`config.mk`:
```
export PLATFORM = sky130hd
export DESIGN_NAME = bit_serial_adder_flat
export DESIGN_NICKNAME = d
export VERILOG_FILES = /design/src/rtl/bit_serial_adder_if.sv /design/src/rtl/bit_serial_adder.sv /design/src/flat_wrapper.sv
export SDC_FILE = /design/constraint.sdc
export NUM_CORES = 1
export LEC_CHECK = 0
export ABC_AREA = 1
export ABC_CLOCK_PERIOD_IN_PS = 4000
export BUFFER_PORTS_ARGS = -buffer_cell sky130_fd_sc_hd__buf_4
export CAP_MARGIN = 0
export CELL_PAD_IN_SITES_DETAIL_PLACEMENT = 1
export CELL_PAD_IN_SITES_GLOBAL_PLACEMENT = 1
export CORE_ASPECT_RATIO = 0.8
export CORE_MARGIN = 5
export CORE_UTILIZATION = 43
export CTS_CLUSTER_DIAMETER = 50
export DETAILED_ROUTE_END_ITERATION = 12
export PLACE_DENSITY_LB_ADDON = 0.2
export SLEW_MARGIN = 20
export SYNTH_ARGS = -nofsm -noshare
export SYNTH_HDL_FRONTEND = slang
export SYNTH_SLANG_ARGS = --single-unit
```
`constraint.sdc`:
```
create_clock -name clk -period 4 [get_ports clk]
set_clock_uncertainty 0.1 [all_clocks]
set_input_delay 0.8 -clock clk [delete_from_list [all_inputs] [get_ports clk]]
set_output_delay 0.8 -clock clk [all_outputs]
set_load 0.02 [all_outputs]
```
`src/rtl/bit_serial_adder_if.sv`:
```
// rtl/bit_serial_adder_if.sv - operand/result handshake bundle for the bit-serial adder
interface bit_serial_adder_if #(
   parameter int W = 8
);
   logic         in_valid;
   logic         in_ready;
   logic [W-1:0] a;
   logic [W-1:0] b;
   logic         carry_in;
   logic         out_valid;
   logic         out_ready;
   logic [W-1:0] sum;
   logic         carry_out;
   logic         busy;

   modport master (
      output in_valid, a, b, carry_in, out_ready,
      input  in_ready, out_valid, sum, carry_out, busy
   );

   modport slave (
      input  in_valid, a, b, carry_in, out_ready,
      output in_ready, out_valid, sum, carry_out, busy
   );
endinterface

```
`src/rtl/bit_serial_adder.sv`:
```
// rtl/bit_serial_adder.sv - LSB-first bit-serial W-bit adder built on one full_adder cell
module full_adder (
   input  logic a_i,
   input  logic b_i,
   input  logic c_i,
   output logic s_o,
   output logic c_o
);
   assign s_o = a_i ^ b_i ^ c_i;
   assign c_o = (a_i & b_i) | (a_i & c_i) | (b_i & c_i);
endmodule

module bit_serial_adder #(
   parameter int W = 8
) (
   input  logic            clk,
   input  logic            rst_n,
   bit_serial_adder_if.slave bus
);
   localparam int CW = (W > 1) ? $clog2(W) : 1;
   localparam logic [CW-1:0] LAST = CW'(W - 1);

   localparam logic [1:0] S_IDLE = 2'd0;
   localparam logic [1:0] S_RUN  = 2'd1;
   localparam logic [1:0] S_DONE = 2'd2;

   logic [1:0]    state_q, state_d;
   logic [W-1:0]  a_sr_q, a_sr_d;
   logic [W-1:0]  b_sr_q, b_sr_d;
   logic [W-1:0]  res_q, res_d;
   logic [W-1:0]  sum_q, sum_d;
   logic          carry_q, carry_d;
   logic          cout_q, cout_d;
   logic [CW-1:0] cnt_q, cnt_d;
   logic          fa_s, fa_c;

   full_adder u_fa (
      .a_i (a_sr_q[0]),
      .b_i (b_sr_q[0]),
      .c_i (carry_q),
      .s_o (fa_s),
      .c_o (fa_c)
   );

   always_comb begin
      state_d = state_q;
      a_sr_d  = a_sr_q;
      b_sr_d  = b_sr_q;
      res_d   = res_q;
      sum_d   = sum_q;
      carry_d = carry_q;
      cout_d  = cout_q;
      cnt_d   = cnt_q;
      case (state_q)
         S_IDLE: begin
            if (bus.in_valid) begin
               a_sr_d  = bus.a;
               b_sr_d  = bus.b;
               carry_d = bus.carry_in;
               cnt_d   = '0;
               state_d = S_RUN;
            end
         end
         S_RUN: begin
            a_sr_d       = a_sr_q >> 1;
            b_sr_d       = b_sr_q >> 1;
            res_d        = res_q >> 1;
            res_d[W-1]   = fa_s;
            carry_d      = fa_c;
            cnt_d        = cnt_q + CW'(1);
            if (cnt_q == LAST) begin
               // Result is copied into a separate holding register so the
               // visible sum stays stable while the next operation shifts.
               sum_d   = res_d;
               cout_d  = fa_c;
               state_d = S_DONE;
            end
         end
         S_DONE: begin
            if (bus.out_ready) begin
               state_d = S_IDLE;
            end
         end
         default: state_d = S_IDLE;
      endcase
   end

   always_ff @(posedge clk or negedge rst_n) begin
      if (!rst_n) begin
         state_q <= S_IDLE;
         a_sr_q  <= '0;
         b_sr_q  <= '0;
         res_q   <= '0;
         sum_q   <= '0;
         carry_q <= 1'b0;
         cout_q  <= 1'b0;
         cnt_q   <= '0;
      end else begin
         state_q <= state_d;
         a_sr_q  <= a_sr_d;
         b_sr_q  <= b_sr_d;
         res_q   <= res_d;
         sum_q   <= sum_d;
         carry_q <= carry_d;
         cout_q  <= cout_d;
         cnt_q   <= cnt_d;
      end
   end

   assign bus.in_ready  = (state_q == S_IDLE);
   assign bus.out_valid = (state_q == S_DONE);
   assign bus.busy      = (state_q != S_IDLE);
   assign bus.sum       = sum_q;
   assign bus.carry_out = cout_q;
endmodule
```
`src/flat_wrapper.sv`:
```
// flat-port wrapper written by rule: the top's interface ports become plain ports
module bit_serial_adder_flat 
#(
   parameter int W = 8
)
  (clk, rst_n, bus_in_valid, bus_a, bus_b, bus_carry_in, bus_out_ready, bus_in_ready, bus_out_valid, bus_sum, bus_carry_out, bus_busy);
  bit_serial_adder_if #(.W(W)) bus_i ();
  input  logic clk;
  input  logic rst_n;
  input wire logic [$bits(bus_i.in_valid)-1:0] bus_in_valid;
  input wire logic [$bits(bus_i.a)-1:0] bus_a;
  input wire logic [$bits(bus_i.b)-1:0] bus_b;
  input wire logic [$bits(bus_i.carry_in)-1:0] bus_carry_in;
  input wire logic [$bits(bus_i.out_ready)-1:0] bus_out_ready;
  output wire logic [$bits(bus_i.in_ready)-1:0] bus_in_ready;
  output wire logic [$bits(bus_i.out_valid)-1:0] bus_out_valid;
  output wire logic [$bits(bus_i.sum)-1:0] bus_sum;
  output wire logic [$bits(bus_i.carry_out)-1:0] bus_carry_out;
  output wire logic [$bits(bus_i.busy)-1:0] bus_busy;
  assign bus_i.in_valid = bus_in_valid;
  assign bus_i.a = bus_a;
  assign bus_i.b = bus_b;
  assign bus_i.carry_in = bus_carry_in;
  assign bus_i.out_ready = bus_out_ready;
  assign bus_in_ready = bus_i.in_ready;
  assign bus_out_valid = bus_i.out_valid;
  assign bus_sum = bus_i.sum;
  assign bus_carry_out = bus_i.carry_out;
  assign bus_busy = bus_i.busy;
  bit_serial_adder #(.W(W)) u_core (.clk(clk), .rst_n(rst_n), .bus(bus_i));
endmodule
```
Word level (Yosys, flattened, before mapping) --
Index checks and enable logic that the tools add are counted.
Storage, ports and cells: flip-flop bits (word level) 39, latch bits 0, bits in writable memories 0, bits in read-only memories 0, bits of input ports 21, output and inout bits 12, logic and storage cells 40, memories 0
Cells by class: add/subtract/negate cells 1, $mul 0, divide/modulo/power cells 0, order comparisons 0, equality and inequality tests 6, shift operators 0, multiplexer cells 12, bitwise logic cells 7, reduce and logical (&&, ||, !) cells 6
Operator list (count):
- $pmux W8 S2 | 2
- $mux W8 | 2
- $mux W2 | 3
- $pmux W2 S3 | 1
- $pmux W3 S2 | 1
- $ne A2 B2 Y1 const B | 2
- $reduce_and A2 Y1 | 2
- $reduce_bool A2 Y1 | 2
- $add A3 B1 Y3 const B | 1
- $and A1 B1 Y1 | 3
- $eq A3 B3 Y1 const B | 1
- $mux W3 | 1
- $reduce_and A3 Y1 | 1
- $eq A2 B1 Y1 const B | 1
- $eq A2 B2 Y1 const B | 1
- $logic_not A2 Y1 | 1
- $ne A2 B1 Y1 const B | 1
- $or A1 B1 Y1 | 2
- $pmux W1 S2 | 1
- $xor A1 B1 Y1 | 2
- $mux W1 | 1

Longest topological paths before layout --
depth after elaboration 4, gate-level depth with buffers 7, gate-level depth less buffers 6

By module --
From an unflattened synthesis, not the netlist that was laid out.
Unflattened totals: cell total of the unflattened synthesis 219, area total of the unflattened synthesis 1786.7 um^2
By module, submodules not included:
- bit_serial_adder | instances 1, cells an instance 218, area an instance 1766.7 um^2, sequential area each 950.9 um^2
- full_adder | instances 1, cells an instance 1, area an instance 20.0 um^2, sequential area each 0.0 um^2

Worst setup path before layout --
Ideal clock, no wire load.
path kind flip-flop to output port, start point register u_core.state_q[0], end point output bus_busy, data arrival time 1.150 ns, setup slack 1.950 ns, cell stages (with the launch flop) 4, buffers on the path 1, cell sequence dfrtp_1 -> buf_2 -> nor2_1 -> inv_1
On the way: word-level cells in the longest chain between the ends 1
RTL lines:
- from (decl) | line bit_serial_adder.sv:27 | logic [1:0] state_q, state_d;
- from (signal assigned) | line bit_serial_adder.sv:99 | state_q <= state_d;
- $reduce_bool A2 Y1 | line bit_serial_adder.sv:112 | assign bus.busy = (state_q != S_IDLE);
- to (decl) | line flat_wrapper.sv:19 | output wire logic [$bits(bus_i.busy)-1:0] bus_busy;
Every way passes these cells.

Final worst setup path --
Same ends and word-level chain as after synthesis.

==> flow_metrics.tcl <==
set metrics [dict create \
    status "finished clean" \
    synth_edf_count 0 \
    synth_xor_xnor_area_share_pct 0 \
    post-route-period-util_pct 62.4 \
    cp-start-kind "flip-flop" \
    start_util_pct 43.6 \
    grt_pass1_wl_um 6720 \
    finalWirelength_um 3960 \
    ys_top_cells_by_count "nand2_1, dfrtp_1, inv_1" \
    reg2reg_depth 5 \
    cts_max_path_buffers 2 \
    vias_per_cell 4.59 \
    crit_buf_inv 2 \
    critPathSlowestCell "dfrtp_1" \
    slew_viol_final 0 \
    antenna_left 0 \
    dp_hpwl_um 2800 \
    relSlewSlack_pct 52.0 \
    numPortBuffers 32 \
    area_growth_pct 19.6 \
    insertion_delay_ns 0.29 \
    multi_input_area_um2 622 \
    hold_violations 0 \
    power_density_nw_per_um2 778 \
    swShare_pct 41.8 \
    fmax_mhz 401 \
    setup_viol 0 \
    endpoint_kind "output port" \
    antenna_found_initial 0 \
    fp.dieH_um 67.7 \
    drv_cap 0 \
    synth_top_family_by_area "simple AND/OR/NAND/NOR gates" \
    n_fill_cell 527 \
    final.setup.tns_ns 0 \
    ir_drop_uv 330 \
    timing.rr.end "u_core.carry_q" \
    synth-simple-area-share_pct 26.5 \
    path_class "flip-flop to output port" \
    synth_most_common_cell "nand2_1" \
    p_clk_share_pct 16.5 \
    synth-seq-cells 38 \
    synthAdderAreaFrac_pct 2.52 \
    final-seq-area_um2 951 \
    overflow 0 \
    cts_made_buffers 5 \
    postCtsSetupBuffers 0 \
    synth_warnings 0 \
    synth_top_area_share_pct 53.2 \
    dr_total_vias 1415 \
    antennaDiodeCount 0 \
    synth.area.top_cells "dfrtp_1, nand2_1, nand3_1, inv_1, o21ai_0" \
    synth_cell_types 20 \
    core_area_um2 4100 \
    combPwrFrac_pct 42.2 \
    p_switching_mw 0.695 \
    syn_nets 244 \
    ios 33 \
    hold_class "primary input to asynchronous set/reset pin" \
    syn_area_um2 1790 \
    p_leak_nw 1.19 \
    path_clk_slew_ns 0.08 \
    synthCells 220 \
    crit_path_cell_trace "nor2_1 > inv_1 > buf_4" \
    cts_tree "built" \
    finalCriticalPeriod_ns 2.50 \
    cp.required_ns 3.10 \
    cts.sinks 38 \
    yosysSeqAreaShare_pct 53.2 \
    p_int_mw 0.968 \
    synth_compound_area_share_pct 5.81 \
    nets 274 \
    die-area_um2 5560 \
    worstMarginPinSlew_ns 0.721 \
    slowest_delay_ns 0.65 \
    synth_mux_area_share_pct 0 \
    place_congestion 0.770 \
    die_width_um 82.1 \
    r2r-start "u_core.state_q[0]" \
    worstPathMaxFanout 21 \
    avgSynthCellArea_um2 8.13 \
    drc 0 \
    drive_above_1_share_pct 19.1 \
    wl_per_cell_um 12.9 \
    rsz0062_at_grt "no" \
    drt_iter0_drc 49 \
    finalPower_mw 1.66 \
    grt_usage_pct 16.2 \
    cts_hold_buf 0 \
    synth-main-ff-cell "dfrtp_1" \
    reg2reg_slack_ns 1.71 \
    first_pass_iters 4 \
    seqPwrFrac_pct 41.3 \
    fp-row-count 21 \
    clockRootBuffer "clkbuf_8" \
    cts_resized 0 \
    cts.htree.levels 2 \
    synth_async_sr_flop_share_pct 100 \
    grt_max_degree 39 \
    cp_top_family "flip-flops" \
    synth_top_cell_by_area "dfrtp_1" \
    grt_pass1_vias 1439 \
    crit_arrival_ns 1.60 \
]
metrics by stage:
| stage | utilization (%) | worst slack [ns] | instances | hold WS (ns) | area [µm²] |
|---|---|---|---|---|---|
| after floorplan | - | 1.95 | 220 | 0.346 | 1790 |
| after global placement | 49.8 | 1.81 | 300 | 0.364 | 2040 |
| after detailed placement | 49.8 | 1.75 | 300 | 0.373 | 2040 |
| after CTS | 52.2 | 1.50 | 308 | 0.375 | 2140 |
| after global routing | 52.2 | 1.41 | 308 | 0.394 | 2140 |
| final | 52.2 | 1.50 | 308 | 0.363 | 2140 |
worst max path at each step:
stage / startpoint / to / cells past startpoint
3_5_place_dp: u_core.state_q[0] / u_core.a_sr_q[0] / 5
6_report: u_core.state_q[0] / bus_busy / 3
5_1_grt: u_core.state_q[0] / bus_busy / 3
3_3_place_gp: u_core.state_q[0] / u_core.a_sr_q[5] / 5
4_1_cts: u_core.state_q[0] / bus_busy / 3
2_1_floorplan: u_core.state_q[0] / bus_busy / 3
worst register-to-register path, stage by stage (launching register included):
cell and delay (ns):
dfrtp_1 0.81, nand2_2 0.53, nand2_4 0.36, clkinv_4 0.20, nand2_1 0.10, nand2_1 0.07
metal layers:
metal	GRT usage, %	wire, µm	part of all wire [%]	vias to the layer above
met4	6.85	65	1.6	0
met3	3.60	130	3.3	7
met1	20.8	1850	47	657
li1	-	-	-	732
met5	0	0	0	-
met2	26.4	1910	48	19
sequential cells by signal, indices dropped and copies added (netlist names):
name,flops
u_core.bus.carry_out,1
u_core.a_sr_q,8
u_core.b_sr_q,8
u_core.state_q,2
u_core.res_q,7
u_core.cnt_q,3
u_core.bus.sum,8
u_core.carry_q,1
final cells by class:
cell class              instances  area share [%]
inverters                      41            7.43
multi-input cells             132            29.1
repair buffers                 32            11.2
clock inverters                 2           0.585
well taps                      57            3.34
clock buffers                   6            3.86
flip-flops and latches         38            44.5
power groups by stage:
| stage | clock network, mW | registers [mW] | logic, mW |
|---|---|---|---|
| global placement | 0 | 0.688 | 0.687 |
| detailed placement | 0 | 0.692 | 0.721 |
| floorplan | 0 | 0.695 | 0.499 |
| finish | 0.274 | 0.687 | 0.702 |
| CTS | 0.287 | 0.687 | 0.722 |
| global route | 0.302 | 0.711 | 0.813 |
cell families after synthesis:
family / after synthesis
AO/OA/AOI/OAI: 20
adder cells (fa/ha/maj): 3
buffers and inverters: 50
flip-flops: 38
AND/OR/NAND/NOR: 109
placed cells by master, fill, tap and decap left out, types with 2 or more instances in the layout:
cell,n
buf_4,32
clkbuf_8,6
dfrtp_1,38
ha_1,2
inv_1,38
inv_2,2
nand2_1,68
nand2_2,3
nand3_1,33
nor2_1,3
o21ai_0,9
o21ai_1,8
(Power assumes the default switching activity.)
